<file path="config.mk">
export PLATFORM = sky130hd
export DESIGN_NAME = timer_irq
export DESIGN_NICKNAME = d
export VERILOG_FILES = /design/src/rtl/timer_irq_pkg.sv /design/src/rtl/timer_irq_prescaler.sv /design/src/rtl/timer_irq.sv
export SDC_FILE = /design/constraint.sdc
export NUM_CORES = 1
export LEC_CHECK = 0
export CORE_ASPECT_RATIO = 0.6
export CORE_MARGIN = 5
export CORE_UTILIZATION = 55
export CTS_CLUSTER_DIAMETER = 100
export DETAILED_ROUTE_END_ITERATION = 10
export GPL_TIMING_DRIVEN = 0
export PLACE_DENSITY = 0.79
export SLEW_MARGIN = 40
export SYNTH_ARGS = -nofsm -noshare
export SYNTH_HDL_FRONTEND = slang
export SYNTH_SLANG_ARGS = --single-unit
</file>
<file path="constraint.sdc">
create_clock -name clk -period 3 [get_ports clk]
set_input_delay 0.6 -clock clk [delete_from_list [all_inputs] [get_ports clk]]
set_output_delay 0.6 -clock clk [all_outputs]
set_load 0.05 [all_outputs]
</file>
<file path="src/rtl/timer_irq_pkg.sv">
// Shared definitions for the timer_irq peripheral: register offsets, CTRL bit
// positions, the interrupt-flag bit the SoC assigns to this timer, and the
// packed CTRL layout used by the RTL.
package timer_irq_pkg;

  // Byte offsets of the registers.
  localparam logic [3:0] TIMER_CTRL  = 4'h0;
  localparam logic [3:0] TIMER_COUNT = 4'h4;
  localparam logic [3:0] TIMER_CMP   = 4'h8;
  localparam logic [3:0] TIMER_PSC   = 4'hC;

  // CTRL bit indices.
  localparam int unsigned CTRL_EN   = 0;
  localparam int unsigned CTRL_IE   = 1;
  localparam int unsigned CTRL_PEND = 2;
  localparam int unsigned CTRL_MODE = 3;

  // Bit of the core interrupt-flag input driven by int_sig_o.
  localparam int unsigned TIMER_IRQ_IDX = 7;

  // Word select taken from addr[3:2].
  typedef enum logic [1:0] {
    RegCtrl  = 2'd0,
    RegCount = 2'd1,
    RegCmp   = 2'd2,
    RegPsc   = 2'd3
  } reg_sel_e;

  // Field order matches the CTRL bit indices above (en is bit 0).
  typedef struct packed {
    logic mode;
    logic pend;
    logic ie;
    logic en;
  } ctrl_t;

  function automatic logic [31:0] ctrl_to_word(input ctrl_t c);
    return {28'b0, c};
  endfunction

endpackage

</file>
<file path="src/rtl/timer_irq_prescaler.sv">
// timer_prescaler: tick generator for the timer counter.
// Emits tick_o once every psc_i+1 enabled cycles. The phase counter is held at
// zero while disabled, so an enable rising edge always restarts the period,
// and clr_i (a PSC write) restarts it as well.
// Ports:
//   clk, rst  system clock, synchronous active-high reset
//   en_i      timer enable (CTRL.EN)
//   clr_i     restart the prescale period
//   psc_i     prescale divisor minus one
//   tick_o    count-enable pulse for the timer
module timer_prescaler (
  input  logic        clk,
  input  logic        rst,
  input  logic        en_i,
  input  logic        clr_i,
  input  logic [15:0] psc_i,
  output logic        tick_o
);

  logic [15:0] cnt_q, cnt_d;

  // >= guards against a phase past the divisor; a PSC write also clears it.
  assign tick_o = en_i && (cnt_q >= psc_i);

  always_comb begin
    cnt_d = cnt_q;
    if (clr_i || !en_i) begin
      cnt_d = '0;
    end else if (tick_o) begin
      cnt_d = '0;
    end else begin
      cnt_d = cnt_q + 16'd1;
    end
  end

  always_ff @(posedge clk) begin
    if (rst) begin
      cnt_q <= '0;
    end else begin
      cnt_q <= cnt_d;
    end
  end

endmodule

</file>
<file path="src/rtl/timer_irq.sv">
// timer_irq: memory-mapped machine timer with a level interrupt output.
// Software programs CMP and CTRL; the counter runs while EN is set, sets PEND
// on COUNT==CMP, and int_sig_o follows PEND & IE one cycle later until
// software clears PEND (write 1 to CTRL[2]) or IE.
// Optional build macro TIMER_PRESCALER_EN adds the PSC register at offset 0xC
// and a prescaled tick; without it the timer ticks every cycle and offset 0xC
// reads zero.
// Ports:
//   clk, rst   system clock, synchronous active-high reset
//   req_i      one-cycle access strobe
//   we_i       1 = write, 0 = read
//   addr_i     byte address, bits [3:2] select the register
//   wdata_i    write data
//   rdata_o    registered read data, zero outside ack cycles
//   ack_o      access complete, one cycle after req_i
//   int_sig_o  registered interrupt request
module timer_irq
  import timer_irq_pkg::*;
#(
  parameter int unsigned ADDR_W      = 4,
  parameter logic [31:0] CNT_RST_CMP = 32'hFFFF_FFFF
) (
  input  logic              clk,
  input  logic              rst,
  input  logic              req_i,
  input  logic              we_i,
  input  logic [ADDR_W-1:0] addr_i,
  input  logic [31:0]       wdata_i,
  output logic [31:0]       rdata_o,
  output logic              ack_o,
  output logic              int_sig_o
);

  ctrl_t       ctrl_q, ctrl_d;
  logic [31:0] count_q, count_d;
  logic [31:0] cmp_q, cmp_d;
  logic [31:0] rdata_q, rdata_d;
  logic        ack_q;
  logic        int_q;

  reg_sel_e    sel;
  logic        wr_ctrl, wr_count, wr_cmp, wr_psc;
  logic        tick;
  logic        run;
  logic        match;
  logic [31:0] psc_word;

  // Only addr[3:2] decode; the remaining address bits are don't-care.
  logic unused_addr;
  assign unused_addr = ^addr_i;

  assign sel      = reg_sel_e'(addr_i[3:2]);
  assign wr_ctrl  = req_i && we_i && (sel == RegCtrl);
  assign wr_count = req_i && we_i && (sel == RegCount);
  assign wr_cmp   = req_i && we_i && (sel == RegCmp);
  assign wr_psc   = req_i && we_i && (sel == RegPsc);

`ifdef TIMER_PRESCALER_EN
  logic [15:0] psc_q;

  timer_prescaler u_prescaler (
    .clk    (clk),
    .rst    (rst),
    .en_i   (ctrl_q.en),
    .clr_i  (wr_psc),
    .psc_i  (psc_q),
    .tick_o (tick)
  );

  always_ff @(posedge clk) begin
    if (rst) begin
      psc_q <= '0;
    end else if (wr_psc) begin
      psc_q <= wdata_i[15:0];
    end
  end

  assign psc_word = {16'b0, psc_q};
`else
  logic unused_wr_psc;
  assign unused_wr_psc = wr_psc;
  assign tick          = 1'b1;
  assign psc_word      = '0;
`endif

  // A COUNT write in the same cycle suppresses both increment and compare.
  assign run   = ctrl_q.en && tick && !wr_count;
  assign match = run && (count_q == cmp_q);

  always_comb begin
    ctrl_d  = ctrl_q;
    count_d = count_q;
    cmp_d   = cmp_q;

    if (run) begin
      if (match) begin
        count_d = '0;
        if (!ctrl_q.mode) begin
          ctrl_d.en = 1'b0;
        end
      end else begin
        count_d = count_q + 32'd1;
      end
    end

    if (wr_count) begin
      count_d = wdata_i;
    end
    if (wr_cmp) begin
      cmp_d = wdata_i;
    end
    // Software EN write overrides a one-shot auto-clear in the same cycle.
    if (wr_ctrl) begin
      ctrl_d.en   = wdata_i[CTRL_EN];
      ctrl_d.ie   = wdata_i[CTRL_IE];
      ctrl_d.mode = wdata_i[CTRL_MODE];
      if (wdata_i[CTRL_PEND]) begin
        ctrl_d.pend = 1'b0;
      end
    end
    // Hardware set beats the W1C so a coincident match is not lost.
    if (match) begin
      ctrl_d.pend = 1'b1;
    end
  end

  always_comb begin
    rdata_d = '0;
    if (req_i && !we_i) begin
      unique case (sel)
        RegCtrl:  rdata_d = ctrl_to_word(ctrl_q);
        RegCount: rdata_d = count_q;
        RegCmp:   rdata_d = cmp_q;
        RegPsc:   rdata_d = psc_word;
        default:  rdata_d = '0;
      endcase
    end
  end

  always_ff @(posedge clk) begin
    if (rst) begin
      ctrl_q  <= '0;
      count_q <= '0;
      cmp_q   <= CNT_RST_CMP;
      rdata_q <= '0;
      ack_q   <= 1'b0;
      int_q   <= 1'b0;
    end else begin
      ctrl_q  <= ctrl_d;
      count_q <= count_d;
      cmp_q   <= cmp_d;
      rdata_q <= rdata_d;
      ack_q   <= req_i;
      int_q   <= ctrl_q.pend && ctrl_q.ie;
    end
  end

  assign rdata_o   = rdata_q;
  assign ack_o     = ack_q;
  assign int_sig_o = int_q;

endmodule

</file>
==> key figures <==
Status
  – Status: finished clean

Finish
  – Final Net Count: 720
  – Post-route design area: 6070 µm²
  – Fillers: 724
  – Most frequent cells in the layout: 102 x dfxtp_1, 76 x nand2_1, 69 x clkdlybuf4s50_1
  – Most common cell after layout, fill and taps aside: dfxtp_1
  – Area Growth Syn to Fin: 22.4%
  – Antenna diodes: 0
  – Share of cells above drive strength 1: 4.82%

Synth
  – Average size of a mapped cell: 8.27 µm²
  – Top cell type's share of synthesized area: 41.2%
  – Async S/R FF share, synth: 0%
  – Post-Syn Instances: 599
  – Synth warn: 0
  – Primary FF master, synth: dfxtp_1
  – Synth cell types: 48
  – Post-synth EDFFs: 0
  – Sequential area share after synthesis: 41.2%
  – #FFs+latches synth: 102
  – Leading area contributor after synthesis: dfxtp_1
  – Area contributors post-synth: dfxtp_1 41%, xor2_1 6.4%, nand2_1 5.8%
  – Post-synthesis instance area: 4950 µm²
  – Synthesized net count: 640

STA
  – Least-Margin Pin Slew: 679 ps
  – Total negative setup slack: 0 ps
  – Fin. Hold Viols: 0
  – Fin crit period: 2880 ps
  – RSZ-0062 raised after global routing: false
  – WHS: 458 ps
  – Fmax: 0.348 GHz
  – Part of the cycle the worst path needs: 95.9%
  – Setup ws final: 124 ps
  – Max Clock Skew: 8.04 ps
  – Max-slew violation count: 0
  – Slew HR: 54.7%
  – Final setup vio count: 0

Worst setup path
  – Worst Path Max Fanout: 10
  – Setup Crit Path Kind: primary input to flip-flop
  – Crit path cell chain: clkdlybuf4s50_1 > and4b_1 > clkbuf_1 > clkbuf_1 > buf_1 > nor3_1 > a21oi_1 > o22ai_1
  – Slowest stage cell, crit path: clkdlybuf4s50_1
  – CP endpoint kind: flip-flop
  – CP arrival: 3090 ps
  – FF-to-FF Start: count_q[8]
  – Most used cell, CP: clkbuf_1
  – Highest cell delay on the worst timing path: 560 ps
  – Cell family with most CP delay: buffers and inverters
  – Critical path data required time: 3220 ps
  – Startpoint types: primary input
  – R2R Setup Slk: 280 ps
  – Worst R2R Path Depth: 6
  – Worst Path Buf+Inv: 4
  – Worst R2R End: count_q[10]

Die
  – Die area: 11100 µm²
  – IO Pins: 74
  – Die Ht: 83.5 µm
  – Horiz. Die Dim: 133 µm
  – Row count: 26
  – Core area: 8650 µm²
  – Initial Util: 57.3%

Pwr
  – Pleak: 2.08 nW
  – Total power: 2.83 mW
  – Worst vdd rail ir drop: 0.277 mV
  – Pwr/cell area: 467 nW/µm²

Placement
  – Final HPWL DP: 11700 µm
  – Place WS: -94.7 ps
  – RePlAce Congestion: 0.937
  – Buffers added on ports: 69
  – Placed Area: 5790 µm²

Route
  – Post-DRT Antenna Nets: 0
  – Via density: 6.25
  – Routed wire length: 16100 µm
  – Pre-Repair DR Iteration Count: 7
  – DRC Markers: 0
  – Routed via count: 4977
  – Initial drt markers: 688
  – Detailed-route wire length per cell: 20.2 µm

Clocking
  – CTS Buf Count: 9
  – Clk_lat worst skew: 350 ps
  – Clock Tree Buf Depth: 2
  – CTS root buffer: clkbuf_16
  – TritonCTS clock tree: yes
  – CTS clk-pin slew, worst paths: 70 ps
  – Htree depth: 3
  – Post-CTS Setup Repair Bufs: 0
  – Clock sinks: 102

GRT
  – Antenna violations before repair: 0
  – Total global-route track usage: 28.7%
  – Total grt overflow: 0
  – First-pass GRT wire length: 25300 µm
  – Vias in the first global route: 4793
  – Largest net degree at the start of global routing: 17

Hold path
  – Worst min path class: flip-flop to flip-flop
  – Hold Path End: int_sig_o
  – HP Start: ctrl_q[1]
  – Hold path depth: 2

Run
  – Max_cap viols: 0
-- final cells by class --
class                      count  area (µm²)  area share, %
timing repair buffer          69         691           11.4
tap                          112         140           2.31
multi-input combinational    429        2650           43.6
clock inverter                 6        37.5          0.619
buffer                        57         229           3.77
clock buffer                  10         239           3.94
inverter                      11        41.3          0.681
sequential                   102        2040           33.7
-- state kept, by name, indices dropped and copies added, names as in the netlist --
| name | flops |
|---|---|
| ack_o | 1 |
| rdata_o | 32 |
| ctrl_q | 4 |
| count_q | 32 |
| int_sig_o | 1 |
| cmp_q | 32 |
-- logic make-up after synthesis --
logic type,after synthesis,synth area share (%)
adders and majority gates,1,0.252
DFF,102,41.2
buffers and inverters,68,5.45
and+or+nand+nor,251,26.8
muxes,8,1.62
AOI/OAI and AO/OA,113,14.7
xor gates and xnor gates,56,9.90
-- synthesized netlist by cell type (2+ instances only) --
library cell / number
inv_1: 11
nor2b_1: 6
nand2_1: 76
nand3_1: 10
nand4_1: 7
o22ai_1: 25
o221ai_1: 3
xnor2_1: 20
o21ai_0: 5
a22oi_1: 28
a311oi_1: 2
mux2i_1: 8
dfxtp_1: 102
nor4_2: 2
or4_1: 2
nor3_1: 13
clkbuf_1: 44
a21oi_1: 34
xor2_1: 36
nor4_1: 14
a221oi_1: 2
nand2b_1: 2
nand3b_1: 32
nor2_1: 53
buf_2: 12
or3_1: 5
a21boi_0: 2
nor3b_1: 22
o21a_1: 2
-- report_power, final --
group,internal [mW],switching [mW]
Combinational,0.130,0.185
Sequential,1.39,0.0304
Clock,0.581,0.516
Total,2.10,0.732
-- worst reg2reg max path, delay by kind of cell (launching register included) --
kind	cells	cell delay (ps)
DFF	1	490
buffers and inverters	1	350
and+or+nand+nor	2	920
AOI/OAI and AO/OA	2	610
xor gates and xnor gates	1	220
-- metal layers --
| layer | vias up | part of all wire [%] | global-route usage [%] |
|---|---|---|---|
| met4 | 0 | 2.3 | 8.68 |
| li1 | 2254 | - | - |
| met1 | 2336 | 43 | 39.9 |
| met2 | 341 | 42 | 42.6 |
| met5 | - | 0 | 0 |
| met3 | 46 | 13 | 9.16 |
-- stage by stage --
stage,cells,utilization [%]
global route,796,70.1
finish,796,70.1
CTS,796,70.1
global placement,780,66.9
detailed placement,780,66.9
floorplan,599,-
-- worst max path at each step --
| stage | start | endpoint | slack (ps) | cells after the start |
|---|---|---|---|---|
| floorplan | addr_i[2] | count_q[27] | 930 | 8 |
| global placement | addr_i[3] | count_q[27] | -30 | 8 |
| detailed placement | addr_i[3] | count_q[28] | -90 | 8 |
| CTS | addr_i[3] | count_q[28] | 250 | 8 |
| global route | addr_i[3] | count_q[28] | 70 | 8 |
| finish | addr_i[3] | count_q[28] | 120 | 8 |
-- what timing repair did --
item,CTS,global route
resized for setup,0,1
endpoints found under the setup margin,0,6
endpoints found under the hold margin,0,0
hold buffers,0,0
Power figures use the tool's default switching activity.
